===== src/rtl/dht11_frame_reader.sv =====
// DHT11 single-wire protocol engine: host start pulse, sensor response tracking, 40-bit frame capture.
// Optional macro DHT_GUARD_EN enforces a GUARD_MS quiet interval after each transaction and after reset.
module dht11_frame_reader #(
    parameter int unsigned CLK_HZ        = 25000000,
    parameter int unsigned START_LOW_US  = 18000,
    parameter int unsigned BIT_THRESH_US = 50,
    parameter int unsigned TIMEOUT_US    = 255,
    parameter int unsigned GUARD_MS      = 1000
) (
    input  logic        clk,
    input  logic        rst,
    input  logic        start,
    input  logic        dht_in,
    output logic        dht_oe,
    output logic        busy,
    output logic        data_valid,
    output logic [39:0] frame,
    output logic [7:0]  hum_int,
    output logic [7:0]  hum_dec,
    output logic [7:0]  tmp_int,
    output logic [7:0]  tmp_dec,
    output logic        checksum_ok,
    output logic        error
);

    localparam int unsigned TICK_DIV = CLK_HZ / 1000000;
    localparam int unsigned PRE_W    = (TICK_DIV > 1) ? $clog2(TICK_DIV) : 1;
    localparam int unsigned CNT_W    = 16;
    localparam int unsigned BCNT_W   = 6;
    localparam int unsigned N_BITS   = 40;

    if ((CLK_HZ % 1000000) != 0 || CLK_HZ < 1000000 || GUARD_MS == 0) begin : g_bad_cfg
        $error("dht11_frame_reader: CLK_HZ must be a nonzero multiple of 1 MHz and GUARD_MS nonzero");
    end

    typedef enum logic [3:0] {
        S_IDLE,
        S_START_LOW,
        S_WAIT_ACK,
        S_ACK_LOW,
        S_ACK_HIGH,
        S_BIT_LOW,
        S_BIT_HIGH,
        S_DONE,
        S_ERR
    } state_t;

    state_t             r_state;
    logic [PRE_W-1:0]   r_pre;
    logic [CNT_W-1:0]   r_cnt;
    logic [BCNT_W-1:0]  r_bit_cnt;
    logic [N_BITS-1:0]  r_shift;
    logic [1:0]         r_sync;
    logic               r_line_d;
    logic               r_oe;
    logic               r_busy;
    logic               r_valid;
    logic               r_error;
    logic [39:0]        r_frame;
    logic [7:0]         r_hum_int;
    logic [7:0]         r_hum_dec;
    logic [7:0]         r_tmp_int;
    logic [7:0]         r_tmp_dec;
    logic               r_csum_ok;

    logic               w_us_tick;
    logic               w_line;
    logic               w_rise;
    logic               w_fall;
    logic [CNT_W-1:0]   w_cnt_inc;
    logic [CNT_W-1:0]   w_cnt_now;
    logic               w_timeout;
    logic               w_bit;
    logic [7:0]         w_sum;
    logic               w_guard_run;

    // Free-running microsecond prescaler
    always_ff @(posedge clk or posedge rst) begin
        if (rst) begin
            r_pre <= '0;
        end else if (r_pre == PRE_W'(TICK_DIV - 1)) begin
            r_pre <= '0;
        end else begin
            r_pre <= r_pre + PRE_W'(1);
        end
    end

    assign w_us_tick = (r_pre == PRE_W'(TICK_DIV - 1));

    // Two-flop synchroniser plus one delay flop for edge detection; idle line is high
    always_ff @(posedge clk or posedge rst) begin
        if (rst) begin
            r_sync   <= 2'b11;
            r_line_d <= 1'b1;
        end else begin
            r_sync   <= {r_sync[0], dht_in};
            r_line_d <= r_sync[1];
        end
    end

    assign w_line = r_sync[1];
    assign w_rise = w_line & ~r_line_d;
    assign w_fall = ~w_line & r_line_d;

    // Phase length including the tick of the current cycle, so an N-us phase reads as N
    assign w_cnt_inc = (r_cnt == {CNT_W{1'b1}}) ? r_cnt : r_cnt + CNT_W'(1);
    assign w_cnt_now = w_us_tick ? w_cnt_inc : r_cnt;
    assign w_timeout = (w_cnt_now > CNT_W'(TIMEOUT_US));
    assign w_bit     = (w_cnt_now > CNT_W'(BIT_THRESH_US));
    assign w_sum     = r_shift[39:32] + r_shift[31:24] + r_shift[23:16] + r_shift[15:8];

`ifdef DHT_GUARD_EN
    localparam int unsigned GUARD_US = GUARD_MS * 1000;
    localparam logic        GUARD_ON = 1'b1;

    logic [31:0] r_guard_cnt;
    logic        r_guard_run;

    // Guard interval restarts on every transaction exit and on reset release
    always_ff @(posedge clk or posedge rst) begin
        if (rst) begin
            r_guard_cnt <= '0;
            r_guard_run <= 1'b1;
        end else if (r_state == S_DONE || r_state == S_ERR) begin
            r_guard_cnt <= '0;
            r_guard_run <= 1'b1;
        end else if (r_guard_run && w_us_tick) begin
            if (r_guard_cnt == 32'(GUARD_US - 1)) begin
                r_guard_run <= 1'b0;
            end else begin
                r_guard_cnt <= r_guard_cnt + 32'd1;
            end
        end
    end

    assign w_guard_run = r_guard_run;
`else
    localparam logic GUARD_ON = 1'b0;

    assign w_guard_run = 1'b0;
`endif

    always_ff @(posedge clk or posedge rst) begin
        if (rst) begin
            r_state   <= S_IDLE;
            r_cnt     <= '0;
            r_bit_cnt <= '0;
            r_shift   <= '0;
            r_oe      <= 1'b0;
            r_busy    <= 1'b0;
            r_valid   <= 1'b0;
            r_error   <= 1'b0;
            r_frame   <= '0;
            r_hum_int <= '0;
            r_hum_dec <= '0;
            r_tmp_int <= '0;
            r_tmp_dec <= '0;
            r_csum_ok <= 1'b0;
        end else begin
            r_valid <= 1'b0;
            r_error <= 1'b0;
            r_cnt   <= w_cnt_now;

            case (r_state)
                S_IDLE: begin
                    r_oe   <= 1'b0;
                    r_busy <= w_guard_run;
                    if (start && !w_guard_run) begin
                        r_state   <= S_START_LOW;
                        r_cnt     <= '0;
                        r_oe      <= 1'b1;
                        r_busy    <= 1'b1;
                        r_bit_cnt <= '0;
                    end
                end
                S_START_LOW: begin
                    if (w_cnt_now == CNT_W'(START_LOW_US)) begin
                        r_state <= S_WAIT_ACK;
                        r_cnt   <= '0;
                        r_oe    <= 1'b0;
                    end
                end
                S_WAIT_ACK: begin
                    if (w_fall) begin
                        r_state <= S_ACK_LOW;
                        r_cnt   <= '0;
                    end else if (w_timeout) begin
                        r_state <= S_ERR;
                        r_cnt   <= '0;
                    end
                end
                S_ACK_LOW: begin
                    if (w_rise) begin
                        r_state <= S_ACK_HIGH;
                        r_cnt   <= '0;
                    end else if (w_timeout) begin
                        r_state <= S_ERR;
                        r_cnt   <= '0;
                    end
                end
                S_ACK_HIGH: begin
                    if (w_fall) begin
                        r_state <= S_BIT_LOW;
                        r_cnt   <= '0;
                    end else if (w_timeout) begin
                        r_state <= S_ERR;
                        r_cnt   <= '0;
                    end
                end
                S_BIT_LOW: begin
                    if (w_rise) begin
                        r_state <= S_BIT_HIGH;
                        r_cnt   <= '0;
                    end else if (w_timeout) begin
                        r_state <= S_ERR;
                        r_cnt   <= '0;
                    end
                end
                S_BIT_HIGH: begin
                    // High-phase length decides the bit; the edge beats a same-cycle timeout
                    if (w_fall) begin
                        r_shift   <= {r_shift[N_BITS-2:0], w_bit};
                        r_bit_cnt <= r_bit_cnt + BCNT_W'(1);
                        r_cnt     <= '0;
                        r_state   <= (r_bit_cnt == BCNT_W'(N_BITS - 1)) ? S_DONE : S_BIT_LOW;
                    end else if (w_timeout) begin
                        r_state <= S_ERR;
                        r_cnt   <= '0;
                    end
                end
                S_DONE: begin
                    r_frame   <= r_shift;
                    r_hum_int <= r_shift[39:32];
                    r_hum_dec <= r_shift[31:24];
                    r_tmp_int <= r_shift[23:16];
                    r_tmp_dec <= r_shift[15:8];
                    r_csum_ok <= (w_sum == r_shift[7:0]);
                    r_valid   <= 1'b1;
                    r_busy    <= GUARD_ON;
                    r_cnt     <= '0;
                    r_state   <= S_IDLE;
                end
                S_ERR: begin
                    r_error <= 1'b1;
                    r_busy  <= GUARD_ON;
                    r_cnt   <= '0;
                    r_state <= S_IDLE;
                end
                default: begin
                    r_state <= S_IDLE;
                    r_cnt   <= '0;
                    r_oe    <= 1'b0;
                end
            endcase
        end
    end

    assign dht_oe      = r_oe;
    assign busy        = r_busy;
    assign data_valid  = r_valid;
    assign error       = r_error;
    assign frame       = r_frame;
    assign hum_int     = r_hum_int;
    assign hum_dec     = r_hum_dec;
    assign tmp_int     = r_tmp_int;
    assign tmp_dec     = r_tmp_dec;
    assign checksum_ok = r_csum_ok;

endmodule


===== config.mk =====
export PLATFORM = sky130hd
export DESIGN_NAME = dht11_frame_reader
export DESIGN_NICKNAME = d
export VERILOG_FILES = /design/src/rtl/dht11_frame_reader.sv
export SDC_FILE = /design/constraint.sdc
export NUM_CORES = 1
export LEC_CHECK = 0
export ABC_AREA = 0
export CAP_MARGIN = 20
export CORE_MARGIN = 3
export CORE_UTILIZATION = 50
export DETAILED_ROUTE_END_ITERATION = 6
export PLACE_DENSITY = 0.73
export SKIP_CTS_REPAIR_TIMING = 1
export SYNTH_ARGS = -nofsm -noshare
export SYNTH_HDL_FRONTEND = slang
export SYNTH_SLANG_ARGS = --single-unit

===== constraint.sdc =====
create_clock -name clk -period 7 [get_ports clk]
set_input_delay 1.4 -clock clk [delete_from_list [all_inputs] [get_ports clk]]
set_output_delay 1.4 -clock clk [all_outputs]
set_load 0.01 [all_outputs]

# After elaboration in Yosys (flattened, before gate mapping)
# Index checks and enable logic that the tools add are counted.
# totals
regBits	151
latchBits	0
mem_bits_rw	0
romBits	0
input_bits	4
output_inout_bits	77
elab_cells	85
mem_count	0
# classes
add_sub_neg	6
multipliers	0
div	0
n_lt_le_gt_ge	2
n_eq_ne	16
n_shift	0
n_mux	28
bitwise	5
reduce_logical	11
# ops
operator	n
16-bit two-way mux	7
16-bit one-hot mux with 4 select lines	1
4-bit two-way mux	8
4-bit one-hot mux with 7 select lines	1
8-bit adder	3
16-bit by 1-bit adder with 16-bit output (second input constant)	1
16-bit by 15-bit == test with 1-bit output (second input constant)	1
16-bit == test (second input constant)	1
4-bit by 3-bit == test with 1-bit output (second input constant)	4
16-bit by 6-bit > comparator with 1-bit output (second input constant)	1
16-bit by 8-bit > comparator with 1-bit output (second input constant)	1
6-bit two-way mux	2
6-bit one-hot mux with 2 select lines	1
4-bit by 2-bit == test with 1-bit output (second input constant)	2
8-bit == test	1
7-bit OR reduction	1
6-bit by 1-bit adder with 6-bit output (second input constant)	1
6-bit == test (second input constant)	1
2-bit != test (second input constant)	3
2-bit AND reduction	3
5-bit by 1-bit adder with 5-bit output (second input constant)	1
5-bit == test (second input constant)	1
5-bit two-way mux	1
4-bit by 1-bit == test with 1-bit output (second input constant)	1
12 further kinds	20

# Logic depth before layout (Yosys ltp)
# depth
word_depth	7
ltp_mapped	12
depth_no_buf	12

# Least setup slack after synthesis
# No wires, ideal clock.
# synth_timing
kind	register to register
startpoint	reg r_shift[17]
endpoint	reg r_csum_ok (netlist: checksum_ok)
setup_ns	0.122
t_arrival_ns	2.979
required_time_ns	6.878
path_slack_ns	3.899
stages_incl_launch_ff	13
path_buffers	0
synth_period_minus_slack_ns	3.101
cell_sequence	dfrtp_1 > inv_1 > fa_1 > fa_1 > inv_1 > ha_1 > fa_1 > a21o_1 > a21o_1 > a21o_1 > a21oi_1 > xnor2_1 > a32o_1
# synth_between
elab_chain_len	3
# synth_rtl
element	line_no	text
start, declared	52	logic [N_BITS-1:0] r_shift;
start signal, assigned	222	r_shift <= {r_shift[N_BITS-2:0], w_bit};
8-bit adder (2 in a row)	110	assign w_sum = r_shift[39:32] + r_shift[31:24] + r_shift[23:16] + r_shift[15:8];
8-bit == test	237	r_csum_ok <= (w_sum == r_shift[7:0]);
end signal, assigned	237	
end, declared	64	logic r_csum_ok;
# Every way passes these cells.
# A chain may end at the register's enable or synchronous reset.

# Final worst setup path
# layout_timing
startpoint	reg r_pre[0]
endpoint	reg r_cnt[0]
# layout_between
elab_chain_len	6
elab_cells_between_ends	10
classes_between	order compare: 1; eq/ne: 2; mux: 7
# layout_rtl
element	line_no	text
start, declared	49	logic [PRE_W-1:0] r_pre;
start signal, assigned	84	r_pre <= r_pre + PRE_W'(1);
5-bit == test (*)	88	assign w_us_tick = (r_pre == PRE_W'(TICK_DIV - 1));
16-bit two-way mux (*)	107	assign w_cnt_now = w_us_tick ? w_cnt_inc : r_cnt;
16-bit by 8-bit > comparator with 1-bit output	108	assign w_timeout = (w_cnt_now > CNT_W'(TIMEOUT_US));
16-bit two-way mux	n/a	
16-bit two-way mux (on tied branches)	184, 211	
16-bit one-hot mux with 4 select lines (*)	164	case (r_state)
end signal, assigned	162	r_cnt <= w_cnt_now;
end, declared	50	logic [CNT_W-1:0] r_cnt;
# Mark *: on every way between the ends. The rest lies on a longest branch, timed or not.

==> results_dict.tcl <==
set metrics [dict create \
    syn_avg_cell_area_um2 9.22 \
    vdd_drop_max_uv 225 \
    arrival_ns 3.62 \
    power_frac_comb 0.124 \
    finalClockSkew_ns 0.00993 \
    synth_area_leaders "dfrtp_1, nand2_1, fa_1" \
    drv_slew 0 \
    drtIter0Drc 339 \
    ys_warn_count 0 \
    r2r_slack_ns 3.70 \
    clk_latency_ns 0.42 \
    wirelength_met1_um 6550 \
    synth_cell_types 68 \
    grt_overflow_total 0 \
    ant_nets 0 \
    startpoint_type "register" \
    grt_use_total 0.205 \
    final_hold_viol_count 0 \
    vias 4853 \
    status "completed" \
    syn2layout_area_growth_pct 19.6 \
    vias_per_cell 5.37 \
    wirelength_um 13600 \
    timing.rr.end "r_cnt[0]$_DFF_PP0_" \
    critPathCaptureType "register" \
    final_common_cell "nand2_1" \
    worstMarginPinSlew_ns 0.837 \
    io_buffers 80 \
    drv_cap 0 \
    ys_seq_area_frac 0.472 \
    die_w_um 118 \
    crit_type "reg -> reg" \
    crit_fanout 11 \
    syn_nets 715 \
    max_freq_mhz 303 \
    core_um2 12200 \
    netlist_area_um2 6320 \
    fp.dieH_um 118 \
    avgRoutedWirePerCell_um 15.1 \
    seqPwrFrac 0.422 \
    nets 753 \
    top_layer "met4" \
    min_path_cells 0 \
    finalPower_mw 1.79 \
    fin_crit_sh 0.471 \
    syn_inst 686 \
    diodes 0 \
    grt_max_degree 70 \
    pre_cts_ws_ns 3.74 \
    ios 81 \
    antenna_found_initial 0 \
    hpwl_um 9460 \
    htree_levels 4 \
    cp_data_required_time_ns 7.32 \
    worst_slack_ns 3.70 \
    rsz0062_at_grt "false" \
    r2r_cells 9 \
    setup_viol 0 \
    crit_slowest_cell "nor4_1" \
    synth_flop_cell "dfrtp_1" \
    start_util 0.520 \
    ys_async_sr_fraction 1.00 \
    cts_sinks 119 \
    cts-buffers-inserted 17 \
    drc_errors 0 \
    clk_pin_slew_ns 0.05 \
    fin_cells 904 \
    rows 40 \
    grt_pass1_vias 4797 \
    synth_seq_cells 119 \
    p_leak_nw 3.52 \
    wl_met3_um 656 \
    firstDrtPassIters 5 \
    layout_min_cycle_time_ns 3.30 \
    gp_congestion 0.892 \
    yosys.area.top_type "dfrtp_1" \
    cts_tree "done" \
    clock_power_share 0.454 \
    drive_gt1_frac 0.0734 \
    worst-path-buf-inv 1 \
    dr_wl_met2_um 6270 \
    powerDensity_nw_per_um2 237 \
    cp_cell_sequence "inv_1 -> ha_1 -> nand4b_1 -> nor4_1 -> and4_1 -> o22ai_2 -> a2111oi_4 -> a21oi_2 -> nor4_2" \
    hold_path_class "reg -> reg" \
    power.switching_uw 469 \
    swShare 0.262 \
    cp_top_family "simple AND/OR/NAND/NOR gates" \
    fin_setup_tns_ns 0 \
    yosysTopAreaCellShare 0.459 \
    hold_ws_ns 0.357 \
    die_area_um2 14000 \
    worstReg2RegStart "r_pre[0]$_DFF_PP0_" \
    final_cell_mix "nand2_1, dfrtp_1, clkdlybuf4s50_1" \
    synth_edf_count 0 \
    dpl.cell_count 872 \
    grt_pass1_wl_um 23600 \
    p_int_mw 1.32 \
    maxSlewHeadroom 0.442 \
    slowest_delay_ns 0.64 \
    cts.path.max_buffers 2 \
    hold_end "r_sync[1]$_DFF_PP1_" \
    cts_root_buffer "clkbuf_16" \
    hold_start "r_sync[0]$_DFF_PP1_" \
]
worst register-to-register path, cell delays in order (launching register included):
cell	delay [ns]
dfrtp_1	0.40
inv_1	0.08
ha_1	0.18
nand4b_1	0.45
nor4_1	0.64
and4_1	0.30
o22ai_2	0.11
a2111oi_4	0.57
a21oi_2	0.20
nor4_2	0.27
sequential cells by signal, indices dropped and copies added, names as in the netlist:
signal	count
busy	1
checksum_ok	1
data_valid	1
dht_oe	1
error	1
frame	40
r_bit_cnt	6
r_cnt	16
r_line_d	1
r_pre	5
r_shift	40
r_state	4
r_sync	2
synth_stat cells, types with 3 or more instances:
cell type and n:
nor2b_1 5, and4_1 3, nor2_1 33, ha_1 11
dfrtp_1 116, fa_1 14, a21oi_1 13, nand4b_1 4
inv_1 25, or4_1 4, dfstp_2 3, nand4_1 11
nand2_1 205, buf_2 9, xnor2_1 27, nor3_1 7
nor4_2 3, nand3_1 14, or3_1 3, o21ai_0 40
xor2_1 8, nor4_1 4, buf_4 33, a21o_1 6
clkbuf_1 23, nand2b_1 3, and3_1 3
through the flow:
step	instance area [µm²]	utilization
2_1_floorplan	6320	-
3_3_place_gp	6990	0.575
3_5_place_dp	6990	0.575
4_1_cts	7540	0.620
5_1_grt	7560	0.622
6_report	7560	0.622
logic make-up (layout without fill, tap and decap cells):
family | Yosys count | count (layout) | share of synthesized area
compound gates | 95 | 95 | 0.102
xor+xnor | 35 | 35 | 0.0485
fa+ha+maj | 25 | 25 | 0.0661
buf+inv | 91 | 141 | 0.0756
flops | 119 | 119 | 0.472
mux | 3 | 3 | 0.00495
simple gates | 318 | 318 | 0.232
per-layer routing:
metal | global-route usage | up-vias
li1 | - | 2340
met1 | 0.293 | 2374
met2 | 0.311 | 126
met3 | 0.0526 | 13
met4 | 0.0587 | 0
met5 | 0 | -
area by class of cell:
cell class / count / area (µm²)
sequential: 119 / 2980
clock inverter: 9 / 104
inverter: 25 / 96.3
fill: 999 / 4600
timing repair buffer: 85 / 851
tap: 168 / 210
multi-input combinational: 476 / 2870
clock buffer: 22 / 444
worst max-delay path by stage:
stage	startpoint	end	slack, ns	cells after the start
CTS	r_shift[17]$_DFFE_PP0P_	checksum_ok$_DFFE_PP0P_	3.73	12
finish	r_pre[0]$_DFF_PP0_	r_cnt[0]$_DFF_PP0_	3.70	9
global route	r_pre[0]$_DFF_PP0_	r_cnt[0]$_DFF_PP0_	3.39	9
detailed placement	rst	r_cnt[11]$_DFF_PP0_	3.74	3
floorplan	rst	busy$_DFFE_PP0P_	2.45	1
global placement	rst	r_cnt[8]$_DFF_PP0_	3.79	3
power by group through the flow:
stage,Clock [mW],Combinational (mW),Sequential [mW]
global placement,0,0.213,0.766
finish,0.813,0.222,0.756
CTS,0.828,0.219,0.755
detailed placement,0,0.216,0.766
floorplan,0,0.164,0.748
global route,0.863,0.248,0.760
Power figures use the tool's default switching activity.
